===== src/rtl/pong_game_ctrl.sv =====
// Pong game sequencer: start menu, serve hold with ball blink, live play, game-over screen.
// Every output is registered and reflects the cycle's inputs one clock later.
module pong_game_ctrl #(
   parameter int WIN_SCORE    = 7,
   parameter int SERVE_FRAMES = 90,
   parameter int BLINK_FRAMES = 8,
   parameter int OVER_FRAMES  = 300
) (
   input  logic       clk_0,
   input  logic       rst,
   input  logic       frame_tick,
   input  logic       btn_start,
   input  logic       miss_p1,
   input  logic       miss_p2,
   output logic       game_startup,
   output logic       game_over,
   output logic       sq_shown,
   output logic       play_en,
   output logic       ball_reset,
   output logic       serve_dir,
   output logic [3:0] score_p1,
   output logic [3:0] score_p2,
   output logic       winner,
   output logic [1:0] state
);

   localparam logic [1:0] S_IDLE  = 2'd0;
   localparam logic [1:0] S_SERVE = 2'd1;
   localparam logic [1:0] S_PLAY  = 2'd2;
   localparam logic [1:0] S_OVER  = 2'd3;

   localparam int CNT_MAX = (SERVE_FRAMES > OVER_FRAMES) ? SERVE_FRAMES : OVER_FRAMES;
   localparam int CNT_W   = $clog2(CNT_MAX + 1);
   localparam int BLK_W   = $clog2(BLINK_FRAMES + 1);

   localparam logic [CNT_W-1:0] SERVE_LAST = CNT_W'(SERVE_FRAMES - 1);
   localparam logic [CNT_W-1:0] OVER_LAST  = CNT_W'(OVER_FRAMES - 1);
   localparam logic [BLK_W-1:0] BLINK_LAST = BLK_W'(BLINK_FRAMES - 1);
   localparam logic [3:0]       WIN_VAL    = 4'(WIN_SCORE);

   logic             start_q;
   logic             start_rise;
   logic [CNT_W-1:0] frame_cnt, n_frame;
   logic [BLK_W-1:0] blink_cnt, n_blink;
   logic [1:0]       n_state;
   logic             n_sq, n_dir, n_win;
   logic [3:0]       n_p1, n_p2, p1_inc, p2_inc;

   assign start_rise = btn_start & ~start_q;
   assign p1_inc     = score_p1 + 4'd1;
   assign p2_inc     = score_p2 + 4'd1;

   always_comb begin
      n_state = state;
      n_frame = frame_cnt;
      n_blink = blink_cnt;
      n_sq    = sq_shown;
      n_p1    = score_p1;
      n_p2    = score_p2;
      n_dir   = serve_dir;
      n_win   = winner;
      case (state)
         S_IDLE: begin
            if (start_rise) begin
               n_state = S_SERVE;
               n_p1    = 4'd0;
               n_p2    = 4'd0;
               n_dir   = 1'b1;
            end
         end
         S_SERVE: begin
            if (frame_tick) begin
               if (frame_cnt == SERVE_LAST) begin
                  n_state = S_PLAY;
               end else begin
                  n_frame = frame_cnt + 1'b1;
                  if (blink_cnt == BLINK_LAST) begin
                     n_blink = '0;
                     n_sq    = ~sq_shown;
                  end else begin
                     n_blink = blink_cnt + 1'b1;
                  end
               end
            end
         end
         S_PLAY: begin
            if (miss_p1 && miss_p2) begin
               n_state = S_SERVE;
            end else if (miss_p1) begin
               n_p2    = p2_inc;
               n_dir   = 1'b0;
               n_state = (p2_inc == WIN_VAL) ? S_OVER : S_SERVE;
               n_win   = (p2_inc == WIN_VAL) ? 1'b1 : winner;
            end else if (miss_p2) begin
               n_p1    = p1_inc;
               n_dir   = 1'b1;
               n_state = (p1_inc == WIN_VAL) ? S_OVER : S_SERVE;
               n_win   = (p1_inc == WIN_VAL) ? 1'b0 : winner;
            end
         end
         default: begin
            if (start_rise || (frame_tick && frame_cnt == OVER_LAST)) begin
               n_state = S_IDLE;
            end else if (frame_tick) begin
               n_frame = frame_cnt + 1'b1;
            end
         end
      endcase

      // Any transition restarts frame timing, even if a frame_tick arrived alongside it.
      if (n_state != state) begin
         n_frame = '0;
         n_blink = '0;
      end
      case (n_state)
         S_SERVE: if (state != S_SERVE) n_sq = 1'b1;
         S_PLAY:  n_sq = 1'b1;
         default: n_sq = 1'b0;
      endcase
   end

   always_ff @(posedge clk_0) begin
      start_q <= btn_start;
      if (rst) begin
         state        <= S_IDLE;
         frame_cnt    <= '0;
         blink_cnt    <= '0;
         game_startup <= 1'b1;
         game_over    <= 1'b0;
         play_en      <= 1'b0;
         ball_reset   <= 1'b0;
         sq_shown     <= 1'b0;
         serve_dir    <= 1'b0;
         winner       <= 1'b0;
         score_p1     <= 4'd0;
         score_p2     <= 4'd0;
      end else begin
         state        <= n_state;
         frame_cnt    <= n_frame;
         blink_cnt    <= n_blink;
         game_startup <= (n_state == S_IDLE);
         game_over    <= (n_state == S_OVER);
         play_en      <= (n_state == S_PLAY);
         ball_reset   <= (n_state == S_SERVE);
         sq_shown     <= n_sq;
         serve_dir    <= n_dir;
         winner       <= n_win;
         score_p1     <= n_p1;
         score_p2     <= n_p2;
      end
   end

endmodule


===== config.mk =====
export PLATFORM = sky130hd
export DESIGN_NAME = pong_game_ctrl
export DESIGN_NICKNAME = d
export VERILOG_FILES = /design/src/rtl/pong_game_ctrl.sv
export SDC_FILE = /design/constraint.sdc
export NUM_CORES = 1
export LEC_CHECK = 0
export BUFFER_PORTS_ARGS = -buffer_cell sky130_fd_sc_hd__buf_2
export CAP_MARGIN = 20
export CORE_UTILIZATION = 51
export CTS_BUF_LIST = sky130_fd_sc_hd__clkbuf_16
export DETAILED_ROUTE_END_ITERATION = 7
export GPL_TIMING_DRIVEN = 0
export PLACE_DENSITY = 0.84
export SLEW_MARGIN = 10
export SYNTH_ARGS = -nofsm -noshare
export SYNTH_HDL_FRONTEND = slang
export SYNTH_SLANG_ARGS = --single-unit

===== constraint.sdc =====
create_clock -name clk_0 -period 2.15 [get_ports clk_0]
set_input_delay 0.645 -clock clk_0 [delete_from_list [all_inputs] [get_ports clk_0]]
set_output_delay 0.645 -clock clk_0 [all_outputs]
set_load 0.05 [all_outputs]

==> results of run 1 <==
cells in the mapped netlist, types with 3 or more instances:
cell type / n / area, um2
nand2_1: 13 / 48.80
mux2i_1: 6 / 60.06
o21ai_0: 7 / 35.03
nand3_1: 7 / 35.03
xnor2_1: 8 / 70.07
nand4b_1: 3 / 26.28
nor4_1: 3 / 18.77
dfxtp_1: 31 / 620.6
nand3b_1: 6 / 45.04
nand4_1: 5 / 31.28
nor3_1: 4 / 20.02
nor2_1: 30 / 112.6
xor2_1: 5 / 43.79
inv_1: 7 / 26.28
ha_1: 11 / 137.6
clkbuf_1: 4 / 15.01
nor2b_1: 5 / 31.28
a21oi_1: 11 / 55.05
per-layer routing:
metal  global-route usage  share of wire  up-vias
met4               0.1296          0.024        0
met5                    0              0        -
met3              0.05195          0.047        8
li1                     -              -      764
met2               0.3794           0.48       38
met1               0.2916           0.44      747
registers in the layout, summed over array words and instances, names as in the netlist:
| name | flops |
|---|---|
| score_p1 | 4 |
| winner | 1 |
| score_p2 | 4 |
| serve_dir | 1 |
| frame_cnt | 9 |
| sq_shown | 1 |
| game_over | 1 |
| play_en | 1 |
| blink_cnt | 4 |
| start_q | 1 |
| ball_reset | 1 |
| state | 2 |
| game_startup | 1 |
power breakdown:
part	switching (mW)	internal (mW)
Combinational	0.0779	0.0423
Clock	0.249	0.421
Sequential	0.0100	0.582
Total	0.337	1.05
through the flow:
| step | hold WS (ns) | util | std cells | setup WS, ns | setup TNS (ns) |
|---|---|---|---|---|---|
| after floorplan | 0.4877 | - | 197 | -0.0007729 | -0.0007729 |
| after global placement | 0.4611 | 0.6077 | 263 | -0.3361 | -0.3800 |
| after detailed placement | 0.4687 | 0.6077 | 263 | -0.3492 | -0.4358 |
| after CTS | 0.4779 | 0.6758 | 276 | 0.003132 | 0 |
| after global routing | 0.4939 | 0.7117 | 279 | -0.04942 | -0.04942 |
| final | 0.4775 | 0.7117 | 279 | 0.02668 | 0 |
final timing paths:
path,cells past startpoint,slack (ns),start,end
max reg2reg,11,0.03,score_p1[1],sq_shown
min reg2reg,2,0.48,winner,winner
max,11,0.03,score_p1[1],sq_shown
min,2,0.48,winner,winner
layout make-up:
type / instances / area (um2)
Multi-Input combinational cell: 152 / 1134
Sequential cell: 31 / 643.1
Buffer: 6 / 30.03
Timing Repair Buffer: 31 / 180.2
Clock buffer: 5 / 125.1
Clock inverter: 3 / 15.01
Tap cell: 44 / 55.05
Fill cell: 240 / 894.6
Inverter: 7 / 26.28
kinds of logic (layout without fill, tap and decap cells):
group | Yosys count | in the layout | share of synthesized area
buf+inv | 14 | 52 | 0.03456
mux | 7 | 7 | 0.04412
flops | 31 | 31 | 0.3647
xor+xnor | 13 | 13 | 0.06691
compound gates | 28 | 28 | 0.1110
simple gates | 93 | 93 | 0.2978
fa+ha+maj | 11 | 11 | 0.08088
worst min-delay path, stage by stage, from the launching register on:
cell     delay [ns]
dfxtp_1        0.30
o21ai_0        0.07
a21oi_1        0.06
what timing repair did:
action | CTS | global route
setup endpoints to repair | 1 | 2
pin swaps | 9 | 10
buffers inserted | 6 | 3
resized for setup | 10 | 17
==> impl_metrics.tcl, run 1 <==
set metrics [dict create \
    cp_top_family "compound AO/OA/AOI/OAI gates" \
    clk_latency_ns 0.28 \
    final_common_cell "nor2_1" \
    most-common-layout-cells "nor2_1, buf_2, dfxtp_1" \
    hp-class "reg2reg" \
    crit_type "reg2reg" \
    fin_crit_sh 0.9876 \
    power.total_mw 1.383 \
    cpMaxStageDelayCell "dfxtp_4" \
    crit_path_frequent_cell "ha_4" \
    synth-seq-area-share 0.3647 \
    cp_data_arrival_time_ns 2.28 \
    grt_pass1_vias 1367 \
    start_util 0.5484 \
    tightest_slew_ns 0.5116 \
    fmax_ghz 0.4710 \
    finalWeightedCongestion 0.8212 \
    io_buffer_count 22 \
    fin_skew_ns 0.003778 \
    dpl.hpwl_mm 2.423 \
    wl_per_cell_um 14.22 \
    min_period_ns 2.123 \
    core_area_um2 3103 \
    boundaryPins 23 \
    critPathLaunchType "flip-flop" \
    core.rowCount 20 \
    vdd_ir_drop_max_v 0.0006433 \
    cts_root_buffer "clkbuf_16" \
    ys_ff_latch 31 \
    rsz0062_at_grt "yes" \
    yosys_warnings 0 \
    htree_levels 2 \
    clock_path_buffers 2 \
    die_area_um2 3571 \
    cp_max_fo 5 \
    synth-main-ff-cell "dfxtp_1" \
    netlist_area_um2 1702 \
    place_area_um2 1886 \
    slew_violations 0 \
    grt_first_pass_wirelength_mm 6.203 \
    drv_cap 0 \
    drive_above_1_share 0.3404 \
    synth_cells 197 \
    grt_max_degree 11 \
    die_w_um 59.76 \
    tritoncts "yes" \
    cts_inserted_buffers 5 \
    clk_pin_slew_ns 0.05 \
    synth_edf_count 0 \
    syn_area_per_cell_um2 8.638 \
    critPathBufInv 0 \
    crit_chain "ha_4 -> xnor2_2 -> nor3b_2 -> nand3_1 -> nand3b_1 -> a22oi_2 -> ha_4 -> nand3_2 -> a31oi_2 -> mux2i_1 -> nor2_1" \
    synthArstFlopShare 0 \
    drc 0 \
    setup_viol 0 \
    track_usage 0.2361 \
    hold_viol_final 0 \
    p_leak_nw 0.8753 \
    diodes 0 \
    critPathMaxStageDelay_ns 0.36 \
    drt_iter0_drc 64 \
    required_ns 2.30 \
    nets 251 \
    area_growth_pct 29.78 \
    grt_overflow 0 \
    first_pass_iters 4 \
    cts_sinks 31 \
    ant_nets 0 \
    avgViaCountPerCell 5.581 \
    end_kind "flip-flop" \
    die_h_um 59.76 \
    vias 1557 \
    outcome "completed" \
    postCtsHoldBufs 0 \
    final_cell_area_um2 2208 \
    antenna_found_initial 0 \
    drt_wl_total_mm 3.968 \
    ys_types 43 \
    slew_headroom 0.6589 \
    p_per_area_nw_per_um2 626.2 \
    synth_fp_nets 214 \
]
Note: power is estimated with default switching activity, not from simulation.
==> inputs of run 2 (changes only) <==
--- a/config.mk
+++ b/config.mk
@@ -5,9 +5,10 @@
 export SDC_FILE = /design/constraint.sdc
 export NUM_CORES = 1
 export LEC_CHECK = 0
+export ABC_AREA = 1
 export BUFFER_PORTS_ARGS = -buffer_cell sky130_fd_sc_hd__buf_2
 export CAP_MARGIN = 20
-export CORE_UTILIZATION = 51
+export CORE_UTILIZATION = 52
 export CTS_BUF_LIST = sky130_fd_sc_hd__clkbuf_16
 export DETAILED_ROUTE_END_ITERATION = 7
 export GPL_TIMING_DRIVEN = 0
==> run 2 against run 1 <==
- sequential power is 4.2% higher
- largest power group unchanged
- worst hold slack worse by 0.016 ns
- routed wire length is 3.4% higher
==> impl_metrics.tcl, run 2 <==
set metrics [dict create \
    outcome "completed" \
    synthArstFlopShare 0 \
    tightest_slew_ns 0.4501 \
    fmax_ghz 0.5128 \
    hp-class "reg2reg" \
    area_growth_pct 18.26 \
    post_cts_buffers 0 \
    die_w_um 63.60 \
    boundaryPins 23 \
    end_kind "flip-flop" \
    clkPwrFrac 0.478 \
    die_area_um2 4045 \
    critPathLaunchType "flip-flop" \
    drt_iter0_drc 82 \
    synth-simple-area-share 0.3893 \
    crit_type "reg2reg" \
    power.total_mw 1.636 \
    dpl.hpwl_mm 2.946 \
    largest-register "frame_cnt" \
    p_sw_frac 0.2657 \
    power.switching_uw 434.8 \
    yosys-top-cells-count "nand2_1, inv_1, nor2_1" \
    most-common-layout-cells "nand2_1, inv_1, nor2_1" \
    pwr-share-comb 0.145 \
    avgViaCountPerCell 4.963 \
    final_common_cell "nand2_1" \
    synth-seq-area-share 0.3145 \
    largest_reg_flops 9 \
    synthMuxAreaShare 0 \
    drc 0 \
    seqPwrFrac 0.377 \
    ant_nets 0 \
    min_period_ns 1.950 \
    cp_data_arrival_time_ns 2.12 \
    stdcell_count 375 \
    vias 1861 \
    nets 343 \
    grt_pass1_vias 1679 \
    synth-adder-area-share 0.06975 \
    synth_top_area_share 0.3145 \
    finalWeightedCongestion 0.9110 \
    ys_types 27 \
    p_per_area_nw_per_um2 701.3 \
    track_usage 0.2198 \
    htree_levels 2 \
    synth-main-ff-cell "dfxtp_1" \
    diodes 0 \
    yosys_warnings 0 \
    grt_use_met3 0.05435 \
    first_pass_iters 4 \
    ys_ff_latch 31 \
    synth_xor_area_frac 0.03551 \
    fin_skew_ns 0.003175 \
    gr-usage-met1 0.2627 \
    die_h_um 63.60 \
    synth_cells 297 \
    synth_edf_count 0 \
    core_area_um2 3661 \
    wl_per_cell_um 10.94 \
    netlist_area_um2 1973 \
    synth-compound-area-share 0.07292 \
    required_ns 2.32 \
    cts_sinks 31 \
    clk_latency_ns 0.28 \
    met2_usage 0.3710 \
    setup_viol 0 \
    drt_wl_total_mm 4.103 \
    dp_cells 367 \
    tns_ns 0 \
    rsz0062_at_grt "no" \
    cts_root_buffer "clkbuf_16" \
    core.rowCount 22 \
    synth_top_cell_by_area "dfxtp_1" \
    tritoncts "yes" \
    final_util 0.6374 \
    drive_above_1_share 0.2171 \
    grt_first_pass_wirelength_mm 7.003 \
    postCtsHoldBufs 0 \
    io_buffer_count 22 \
    top_usage_layer "met2" \
    hold_viol_final 0 \
    syn_area_per_cell_um2 6.644 \
    clk_pin_slew_ns 0.05 \
    cts_inserted_buffers 5 \
    synth_top_family_by_area "simple AND/OR/NAND/NOR gates" \
    cp_max_fo 6 \
    start_util 0.5390 \
    grt_max_degree 11 \
    antenna_found_initial 0 \
    drv_cap 0 \
    yosys-top-cells-area "dfxtp_1, nand2_1, inv_1" \
    fin_crit_sh 0.9070 \
    yosysMostFrequentCell "nand2_1" \
    p_leak_nw 1.074 \
    vdd_ir_drop_max_v 0.0004569 \
    slew_headroom 0.6999 \
    synth_fp_nets 314 \
    internal_power_mw 1.202 \
    grt_overflow 0 \
    slew_violations 0 \
    clock_path_buffers 2 \
]
[run 2: final timing paths]
kind | start | to | slack (ns) | cells after the start
worst max-delay path | score_p2[1] | sq_shown | 0.20 | 14
worst max register to register | score_p2[1] | sq_shown | 0.20 | 14
worst min register to register | winner | winner | 0.46 | 2
worst min-delay path | winner | winner | 0.46 | 2
[run 2: repair_timing]
action,in CTS,in global routing
hold endpoints to repair,0,0
endpoints found under the setup margin,0,2
gates resized for setup,0,12
[run 2: through the flow]
stage / instance area (um2) / hold slack [ns] / setup slack (ns)
CTS: 2307 / 0.4633 / 0.07436
global placement: 2143 / 0.4490 / -0.05830
finish: 2333 / 0.4620 / 0.2000
floorplan: 1973 / 0.5134 / 0.005385
global route: 2333 / 0.4866 / 0.005137
detailed placement: 2143 / 0.4568 / -0.1046
[run 2: logic make-up (layout without fill, tap and decap cells)]
family,Yosys count,in the layout
compound gates,26,26
xor+xnor,8,8
fa+ha+maj,11,11
buf+inv,56,86
flops,31,31
simple gates,165,165
[run 2: routing by layer]
layer | wire length (um) | vias up
li1 | - | 974
met5 | 0 | -
met3 | 140 | 7
met4 | 58 | 0
met2 | 2008 | 27
met1 | 1896 | 853
[run 2: power groups by stage]
stage	clock [mW]	combinational [mW]	sequential, mW
after CTS	0.795	0.237	0.616
after global placement	0	0.230	0.626
after global routing	0.826	0.260	0.619
after floorplan	0	0.117	0.691
final	0.782	0.238	0.617
after detailed placement	0	0.236	0.627
[run 2: cell type report]
class                      instances  area [um2]
fill                             339        1328
multi-input combinational        210        1140
sequential                        31       626.9
inverter                          51       191.4
clock buffer                       5       125.1
timing repair buffer              22       110.1
tap                               48       60.06
buffer                             5       41.29
clock inverter                     3       38.79
[run 2: worst max-delay path: stages, from the launching register on]
cell and delay, ns:
dfxtp_1 0.35, ha_1 0.21, xnor2_1 0.13, nor2_1 0.13, nand2_1 0.07, nand2_1 0.08
nand3_1 0.12, nand2_2 0.13, inv_2 0.05, ha_1 0.20, inv_1 0.08, nor2_1 0.05
nand2_1 0.08, o21a_1 0.12, nor2_1 0.04
==> inputs of run 3 (changes only) <==
--- a/config.mk
+++ b/config.mk
@@ -6,7 +6,7 @@
 export NUM_CORES = 1
 export LEC_CHECK = 0
 export ABC_AREA = 1
-export BUFFER_PORTS_ARGS = -buffer_cell sky130_fd_sc_hd__buf_2
+export BUFFER_PORTS_ARGS = -buffer_cell sky130_fd_sc_hd__buf_4
 export CAP_MARGIN = 20
 export CORE_UTILIZATION = 52
 export CTS_BUF_LIST = sky130_fd_sc_hd__clkbuf_16
==> run 3 against run 2 <==
- die area stayed put
- flip-flop and latch count stayed put
- register-to-register slack worse by 0.07 ns
- sequential power hardly changed
- maximum frequency is 3.5% lower
- clock-buffer cell count stayed put
- final area is 1.6% higher
- utilization is 0.99 points higher
- via count is 2.0% lower
- total power is 6.9% lower
- global-route usage is 1.1 points lower
- first-iteration DRC count is 15% higher
==> impl_metrics.tcl, run 3 (same netlist as run 2, synthesis figures left out) <==
set metrics [dict create \
    outcome "completed" \
    largest_reg_flops 9 \
    dpl.hpwl_mm 2.775 \
    setup_viol 0 \
    track_usage 0.2085 \
    fin_skew_ns 0.003010 \
    cts_sinks 31 \
    grt_max_degree 11 \
    drt_wl_total_mm 4.061 \
    antenna_found_initial 0 \
    most-common-layout-cells "nand2_1, inv_1, nor2_1" \
    clock_path_buffers 2 \
    drc 0 \
    largest-register "frame_cnt" \
    clkPwrFrac 0.430 \
    grt_first_pass_wirelength_mm 6.706 \
    cp_max_fo 5 \
    die_w_um 63.60 \
    drv_cap 0 \
    tritoncts "yes" \
    boundaryPins 23 \
    required_ns 2.32 \
    seqPwrFrac 0.405 \
    hold_ws_ns 0.4706 \
    slew_headroom 0.6929 \
    worstHoldStart "serve_dir" \
    final_cell_area_um2 2370 \
    die_h_um 63.60 \
    clk_latency_ns 0.27 \
    die_area_um2 4045 \
    critPathLaunchType "flip-flop" \
    crit_type "reg2reg" \
    internal_power_mw 1.096 \
    clk_pin_slew_ns 0.05 \
    drive_above_1_share 0.2165 \
    fmax_ghz 0.4951 \
    p_per_area_nw_per_um2 643.1 \
    p_leak_nw 1.071 \
    first_pass_iters 4 \
    cts_root_buffer "clkbuf_16" \
    nets 344 \
    hp-class "reg2reg" \
    area_growth_pct 20.10 \
    hold_viol_final 0 \
    power.switching_uw 428.0 \
    pwr-share-comb 0.165 \
    diodes 0 \
    dp_cells 367 \
    vdd_ir_drop_max_v 0.0004478 \
    tightest_slew_ns 0.4607 \
    avgViaCountPerCell 4.848 \
    cp_data_arrival_time_ns 2.19 \
    htree_levels 2 \
    fin_crit_sh 0.9395 \
    cts_inserted_buffers 5 \
    wl_per_cell_um 10.80 \
    crit_start "frame_cnt[0]" \
    grt_pass1_vias 1604 \
    stdcell_count 376 \
    drt_iter0_drc 94 \
    timing.rr.start "frame_cnt[0]" \
    io_buffer_count 22 \
    core.rowCount 22 \
    vias 1823 \
    p_sw_frac 0.2808 \
    grt_overflow 0 \
    start_util 0.5390 \
    core_area_um2 3661 \
    final_common_cell "nand2_1" \
    slew_violations 0 \
    min_period_ns 2.020 \
    ant_nets 0 \
    place_area_um2 2198 \
    finalWeightedCongestion 0.8621 \
    tns_ns 0 \
    end_kind "flip-flop" \
]
-- run 3: cell count changes in the layout (fill, tap and decap cells not counted), sizes merged --
cell | previous run | this run
bufinv | 1 | 0
clkinvlp | 0 | 1
buf | 26 | 27
-- run 3: final cells by class --
cell class	instances	area, um2
Clock inverter	3	15.01
Clock buffer	5	125.1
Timing Repair Buffer	23	172.7
Tap cell	48	60.06
Sequential cell	31	629.4
Inverter	51	191.4
Multi-Input combinational cell	210	1135
Buffer	5	41.29
Fill cell	301	1291
-- run 3: routing by layer --
layer,wire length (um),global-route usage,share of wire
met5,0,0,0
met3,148,0.05797,0.036
met1,1903,0.2641,0.47
met4,46,0.07386,0.011
met2,1962,0.3351,0.48
-- run 3: path summary, 6_finish.rpt --
check	slack [ns]	depth (start not counted)	to
worst max register to register	0.13	15	sq_shown
worst min-delay path	0.47	2	serve_dir
worst min register to register	0.47	2	serve_dir
worst max-delay path	0.13	15	sq_shown
-- run 3: power groups by stage --
stage	logic, mW	registers [mW]	clock network [mW]
2_1_floorplan	0.117	0.691	0
3_3_place_gp	0.244	0.627	0
3_5_place_dp	0.247	0.628	0
4_1_cts	0.250	0.616	0.669
5_1_grt	0.275	0.620	0.690
6_report	0.252	0.617	0.655
-- run 3: per-stage QoR --
step / utilization / total power [mW] / worst slack (ns)
after floorplan: - / 0.8077 / 0.005385
after global placement: 0.6005 / 0.8709 / -0.03639
after detailed placement: 0.6005 / 0.8750 / -0.1279
after CTS: 0.6388 / 1.535 / 0.05559
after global routing: 0.6473 / 1.585 / -0.06642
final: 0.6473 / 1.524 / 0.1301
-- run 3: critical path, cell delays in order (launching register included) --
cell,delay [ns]
dfxtp_4,0.36
ha_2,0.20
nand3_1,0.08
nor2_1,0.09
nand2_1,0.11
nand4_1,0.12
o21ai_0,0.11
inv_1,0.11
nand2_2,0.09
inv_2,0.08
ha_1,0.16
inv_1,0.06
nor2_1,0.10
nand2_1,0.08
o21ai_1,0.12
nor2_1,0.05
-- run 3: what timing repair did --
item / CTS / global route
buffers inserted: 0 / 1
endpoints found under the setup margin: 0 / 2
gates resized for setup: 0 / 12
hold buffers: 0 / 0
